==> src/rtl/ppu_vram_arbiter.sv <==
// PPU VRAM arbiter: shares one synchronous VRAM port between the renderer, a CPU
// write queue and a single outstanding CPU read.
// Priority each cycle: renderer > write-queue drain > pending CPU read.
//
// Ports
//   clk_i, rst_ni            clock, asynchronous active-low reset
//   render_active_i          renderer owns the memory this cycle
//   ren_addr_i / ren_rdata_o renderer fetch address / read data (= mem_rdata_i)
//   cpu_wr_req_i, cpu_wr_addr_i, cpu_wr_data_i, cpu_wr_full_o   CPU write queue
//   cpu_rd_req_i, cpu_rd_addr_i, cpu_rd_busy_o, cpu_rd_valid_o, cpu_rd_data_o   CPU read
//   mem_addr_o, mem_we_o, mem_wdata_o, mem_rdata_i               VRAM port
//   wq_level_o               write-queue occupancy
//   err_overflow_o           sticky: write dropped because the queue was full
//   err_rd_collide_o         sticky: read requested while one was outstanding
module ppu_vram_arbiter #(
  parameter int unsigned ADDR_W   = 16,
  parameter int unsigned DATA_W   = 8,
  parameter int unsigned WQ_DEPTH = 4
) (
  input  logic                      clk_i,
  input  logic                      rst_ni,
  input  logic                      render_active_i,
  input  logic [ADDR_W-1:0]         ren_addr_i,
  output logic [DATA_W-1:0]         ren_rdata_o,
  input  logic                      cpu_wr_req_i,
  input  logic [ADDR_W-1:0]         cpu_wr_addr_i,
  input  logic [DATA_W-1:0]         cpu_wr_data_i,
  output logic                      cpu_wr_full_o,
  input  logic                      cpu_rd_req_i,
  input  logic [ADDR_W-1:0]         cpu_rd_addr_i,
  output logic                      cpu_rd_busy_o,
  output logic                      cpu_rd_valid_o,
  output logic [DATA_W-1:0]         cpu_rd_data_o,
  output logic [ADDR_W-1:0]         mem_addr_o,
  output logic                      mem_we_o,
  output logic [DATA_W-1:0]         mem_wdata_o,
  input  logic [DATA_W-1:0]         mem_rdata_i,
  output logic [$clog2(WQ_DEPTH):0] wq_level_o,
  output logic                      err_overflow_o,
  output logic                      err_rd_collide_o
);

  localparam int unsigned PtrW = $clog2(WQ_DEPTH);
  localparam int unsigned LvlW = PtrW + 1;
  localparam logic [LvlW-1:0] FullLvl = LvlW'(WQ_DEPTH);

  typedef enum logic [1:0] {StIdle, StPend, StIssueWait} rd_state_e;

  // Write queue
  logic [ADDR_W-1:0] wq_addr_q [WQ_DEPTH];
  logic [DATA_W-1:0] wq_data_q [WQ_DEPTH];
  logic [PtrW-1:0]   wr_ptr_q, wr_ptr_d, rd_ptr_q, rd_ptr_d;
  logic [LvlW-1:0]   level_q, level_d;
  logic              full, empty, push, pop;

  // Read path
  rd_state_e         state_q, state_d;
  logic [ADDR_W-1:0] rd_addr_q, rd_addr_d;
  logic [DATA_W-1:0] rd_data_q, rd_data_d;
  logic              rd_valid_q, rd_valid_d;
  logic              err_ovf_q, err_ovf_d, err_col_q, err_col_d;

  assign full  = (level_q == FullLvl);
  assign empty = (level_q == '0);
  // Full is judged on the registered level, so a same-cycle pop never frees a slot.
  assign push  = cpu_wr_req_i && !full;
  assign pop   = !render_active_i && !empty;

  always_comb begin
    wr_ptr_d = wr_ptr_q;
    rd_ptr_d = rd_ptr_q;
    level_d  = level_q;
    // Pointers wrap naturally because the depth is a power of two.
    if (push) wr_ptr_d = wr_ptr_q + PtrW'(1);
    if (pop)  rd_ptr_d = rd_ptr_q + PtrW'(1);
    unique case ({push, pop})
      2'b10:   level_d = level_q + LvlW'(1);
      2'b01:   level_d = level_q - LvlW'(1);
      default: level_d = level_q;
    endcase
    err_ovf_d = err_ovf_q | (cpu_wr_req_i & full);
  end

  always_ff @(posedge clk_i) begin
    if (push) begin
      wq_addr_q[wr_ptr_q] <= cpu_wr_addr_i;
      wq_data_q[wr_ptr_q] <= cpu_wr_data_i;
    end
  end

  // Read FSM next state
  always_comb begin
    state_d    = state_q;
    rd_addr_d  = rd_addr_q;
    rd_data_d  = rd_data_q;
    rd_valid_d = 1'b0;
    err_col_d  = err_col_q;
    unique case (state_q)
      StIdle: begin
        if (cpu_rd_req_i) begin
          rd_addr_d = cpu_rd_addr_i;
          state_d   = StPend;
        end
      end
      StPend: begin
        // Waiting for an empty queue lets the read see every earlier write.
        if (!render_active_i && empty) state_d = StIssueWait;
      end
      StIssueWait: begin
        // Data for the address issued last cycle; the renderer cannot block this.
        rd_data_d  = mem_rdata_i;
        rd_valid_d = 1'b1;
        state_d    = StIdle;
      end
      default: state_d = StIdle;
    endcase
    if (cpu_rd_req_i && (state_q != StIdle)) err_col_d = 1'b1;
  end

  always_ff @(posedge clk_i or negedge rst_ni) begin
    if (!rst_ni) begin
      wr_ptr_q   <= '0;
      rd_ptr_q   <= '0;
      level_q    <= '0;
      state_q    <= StIdle;
      rd_addr_q  <= '0;
      rd_data_q  <= '0;
      rd_valid_q <= 1'b0;
      err_ovf_q  <= 1'b0;
      err_col_q  <= 1'b0;
    end else begin
      wr_ptr_q   <= wr_ptr_d;
      rd_ptr_q   <= rd_ptr_d;
      level_q    <= level_d;
      state_q    <= state_d;
      rd_addr_q  <= rd_addr_d;
      rd_data_q  <= rd_data_d;
      rd_valid_q <= rd_valid_d;
      err_ovf_q  <= err_ovf_d;
      err_col_q  <= err_col_d;
    end
  end

  // VRAM port mux; state is held at reset values during reset, so this yields
  // mem_we_o = 0 and mem_addr_o = ren_addr_i or 0 while rst_ni is low.
  always_comb begin
    mem_addr_o  = '0;
    mem_we_o    = 1'b0;
    mem_wdata_o = '0;
    if (render_active_i) begin
      mem_addr_o = ren_addr_i;
    end else if (!empty) begin
      mem_addr_o  = wq_addr_q[rd_ptr_q];
      mem_wdata_o = wq_data_q[rd_ptr_q];
      mem_we_o    = 1'b1;
    end else if (state_q == StPend) begin
      mem_addr_o = rd_addr_q;
    end
  end

  assign ren_rdata_o      = mem_rdata_i;
  assign cpu_wr_full_o    = full;
  assign cpu_rd_busy_o    = (state_q != StIdle);
  assign cpu_rd_valid_o   = rd_valid_q;
  assign cpu_rd_data_o    = rd_data_q;
  assign wq_level_o       = level_q;
  assign err_overflow_o   = err_ovf_q;
  assign err_rd_collide_o = err_col_q;

endmodule
==> config.mk <==
export PLATFORM = sky130hd
export DESIGN_NAME = ppu_vram_arbiter
export DESIGN_NICKNAME = d
export VERILOG_FILES = /design/src/rtl/ppu_vram_arbiter.sv
export SDC_FILE = /design/constraint.sdc
export NUM_CORES = 1
export LEC_CHECK = 0
export CAP_MARGIN = 20
export CORE_MARGIN = 2
export CORE_UTILIZATION = 45
export CTS_BUF_LIST = sky130_fd_sc_hd__clkbuf_2
export DETAILED_ROUTE_END_ITERATION = 8
export PLACE_DENSITY = 0.72
export SLEW_MARGIN = 40
export SYNTH_ARGS = -nofsm -noshare
export SYNTH_HDL_FRONTEND = slang
export SYNTH_SLANG_ARGS = --single-unit
==> constraint.sdc <==
create_clock -name clk_i -period 3.2 [get_ports clk_i]
set_input_delay 0.48 -clock clk_i [delete_from_list [all_inputs] [get_ports clk_i]]
set_output_delay 0.48 -clock clk_i [all_outputs]
set_load 0.01 [all_outputs]
==> out/qor.txt <==
status -> complete, no violations
Final ANT Viol Nets -> 0
die width -> 113 µm
CP Capture Type -> output pin
setup_tns -> 0 ns
Slew Limit Headroom -> 52.4%
CP Launch Point -> rd_ptr_q[0]
number of flops mapped to enable cells by yosys -> 96
Pwr Total -> 5.66 mW
cell family with most CP delay -> buffers and inverters
Synth Net Count -> 359
Clock Latency Late Sink -> 0.62 ns
Synth Cell Area -> 0.00539 mm²
# H-tree levels -> 4
Synth area leaders -> edfxtp_1, dfrtp_1, mux4_2
Worst Clk Skew -> 0.0229 ns
Final min period -> 3.04 ns
dominant synthesized flop cell -> edfxtp_1
Post-DP Area -> 0.00670 mm²
initial DRC count -> 205
Max Clk Rate -> 329 MHz
Hold Slack -> 0.316 ns
max_cap viols -> 0
Critical Path End -> mem_addr_o[1]
synthesis warning total -> 0
DIE AREA -> 0.0129 mm²
HP Class -> input port to asynchronous set/reset pin
initial antenna violation count -> 1
final WL -> 10600 µm
Seq/Total Area, Yosys -> 70.2%
most common cell in the netlist -> edfxtp_1
Worst-path clk slew -> 0.21 ns
Pwr Density -> 794 mW/mm²
Critical Path Source Type -> flip-flop
count of final setup violators -> 0
ys async rst share -> 27.3%
Hold Fails Final Rpt -> 0
area share of the largest cell type after synthesis -> 53.5%
Slew @ Worst Pin -> 0.712 ns
RR Startpoint -> wq_level_o[1]
Crit Path Category -> flip-flop to output pin
post-detail-place hpwl -> 7190 µm
Top Ports -> 118
Die Height -> 113 µm
post-synthesis register bit count -> 132
floorplan row count -> 39
CTS sink cnt -> 132
Synth area leader -> edfxtp_1
synth cell count leaders -> edfxtp_1, dfrtp_1, and2_1, mux2_2, mux4_2
total CTS buffers -> 17
CP arrival -> 2.56 ns
period utilisation layout -> 95.0%
worst path cell trace -> buf_4 -> mux4_2 -> a221o_1 -> clkdlybuf4s50_1
TritonCTS clock tree -> done
Detailed Routing Iterations Pass 1 -> 5
Post-Syn Instances -> 284
Via-to-Cell Ratio -> 5.18
final number of max-transition violations -> 0
worst-path fanout max -> 4
number of global-route vias before repair -> 3095
core area -> 0.0116 mm²
capturing point of the worst reg2reg path -> wq_level_o[1]
Congestion Overflow GR -> 0
GP Congestion -> 0.756
first-pass GRT wire length -> 16600 µm
Worst path slowest cell -> mux4_2
buffers plus inverters on the worst setup path -> 2
CTS max path bufs -> 2
largest net degree at the start of global routing -> 37
Final Cell Area -> 0.00712 mm²
Worst EP required -> 2.72 ns
Slowest Stage Delay on Critical Path -> 0.54 ns
Area Growth Syn to Fin -> 32.1%
peak supply drop -> 0.355 mV
DRC violations left -> 0
Setup WS pre-CTS -> 0.127 ns
P_leak -> 2.74 nW
initial core utilization -> 46.6%
Final WS setup -> 0.159 ns
Total GRT Usage -> 17.3%
DR WL/cell -> 18.2 µm
share of layout cells above drive strength 1 -> 26.0%
RSZ-0062 raised after global routing -> false
IO Port Bufs -> 117
worst r2r path cells -> 8
nets -> 500
Avg Cell Area, Syn -> 19.0 µm²
Vias -> 3017
Synth cell types -> 30
R2R setup slack -> 1.02 ns
Levels on crit path -> 4
Root Buffer -> clkbuf_2
[state kept, by name, summed over array words and instances, names as in the netlist, 2 cells and up]
signal and count:
wr_ptr_q 2, wq_level_o 3, state_q 2, rd_ptr_q 2, wq_addr_q 64, cpu_rd_data_o 8
rd_addr_q 16, wq_data_q 32
[through the flow]
stage,util (%),cells
after detailed placement,57.9,534
after floorplan,-,284
final,61.5,582
after global placement,57.9,534
after CTS,60.7,574
after global routing,61.5,582
[timing repair]
item,4_1_cts,5_1_grt
pin swaps,1,4
cloned,1,0
hold endpoints to repair,36,0
setup endpoints to repair,16,18
buffers inserted,6,7
hold buffers,1,0
gates resized for setup,11,22
[routing by layer]
layer	part of all wire, %	track usage [%]	up-vias
met2	48	27.1	107
met5	0	0	-
met3	5.4	5.69	6
met4	0.75	4.47	0
li1	-	-	1393
met1	46	23.6	1511
[cell usage in the layout, fill, tap and decap left out, types with 5 or more instances in the layout]
cell type / count
a221o_1: 16
and2_1: 29
buf_4: 19
clkbuf_2: 18
clkdlybuf4s50_1: 100
dfrtp_1: 32
dlymetal6s2s_1: 14
edfxtp_1: 96
ha_1: 5
inv_1: 8
mux2_2: 23
mux4_2: 23
[report_power, final]
group | total, mW | internal, mW | switching [mW]
sequential | 2.51 | 2.32 | 0.196
combinational | 2.19 | 1.24 | 0.954
clock | 0.949 | 0.305 | 0.643
total | 5.66 | 3.86 | 1.79
[worst min path at each step]
stage                startpoint               end  slack [ns]  cells after the start
6_report                 rst_ni     rd_addr_q[11]        0.32                      2
5_1_grt                  rst_ni  cpu_rd_data_o[4]        0.24                      2
4_1_cts            cpu_wr_req_i    err_overflow_o        0.38                      2
3_5_place_dp     err_overflow_o    err_overflow_o        0.45                      1
3_3_place_gp   err_rd_collide_o  err_rd_collide_o        0.44                      1
2_1_floorplan            rst_ni  cpu_rd_data_o[0]        0.18                      0
[layout make-up]
cell class | instances | area, µm²
Antenna cell | 1 | 2.50
Clock buffer | 18 | 90.1
Multi-Input combinational cell | 123 | 1440
Timing Repair Buffer | 143 | 1450
Inverter | 8 | 30.0
Sequential cell | 132 | 3790
Clock inverter | 14 | 144
Tap cell | 143 | 179
Fill cell | 880 | 4450
[logic make-up (layout without fill, tap and decap cells)]
| group | after synthesis | after routing | synth area share [%] |
|---|---|---|---|
| buffers and inverters | 30 | 183 | 3.37 |
| muxes | 49 | 49 | 15.6 |
| and+or+nand+nor | 40 | 41 | 4.67 |
| DFF | 132 | 132 | 70.2 |
| xor gates and xnor gates | 6 | 6 | 0.975 |
| other | 0 | 1 | 0 |
| adders and majority gates | 6 | 6 | 1.53 |
| AOI/OAI and AO/OA | 21 | 21 | 3.65 |
No activity file was read; power rests on OpenSTA's default activity.
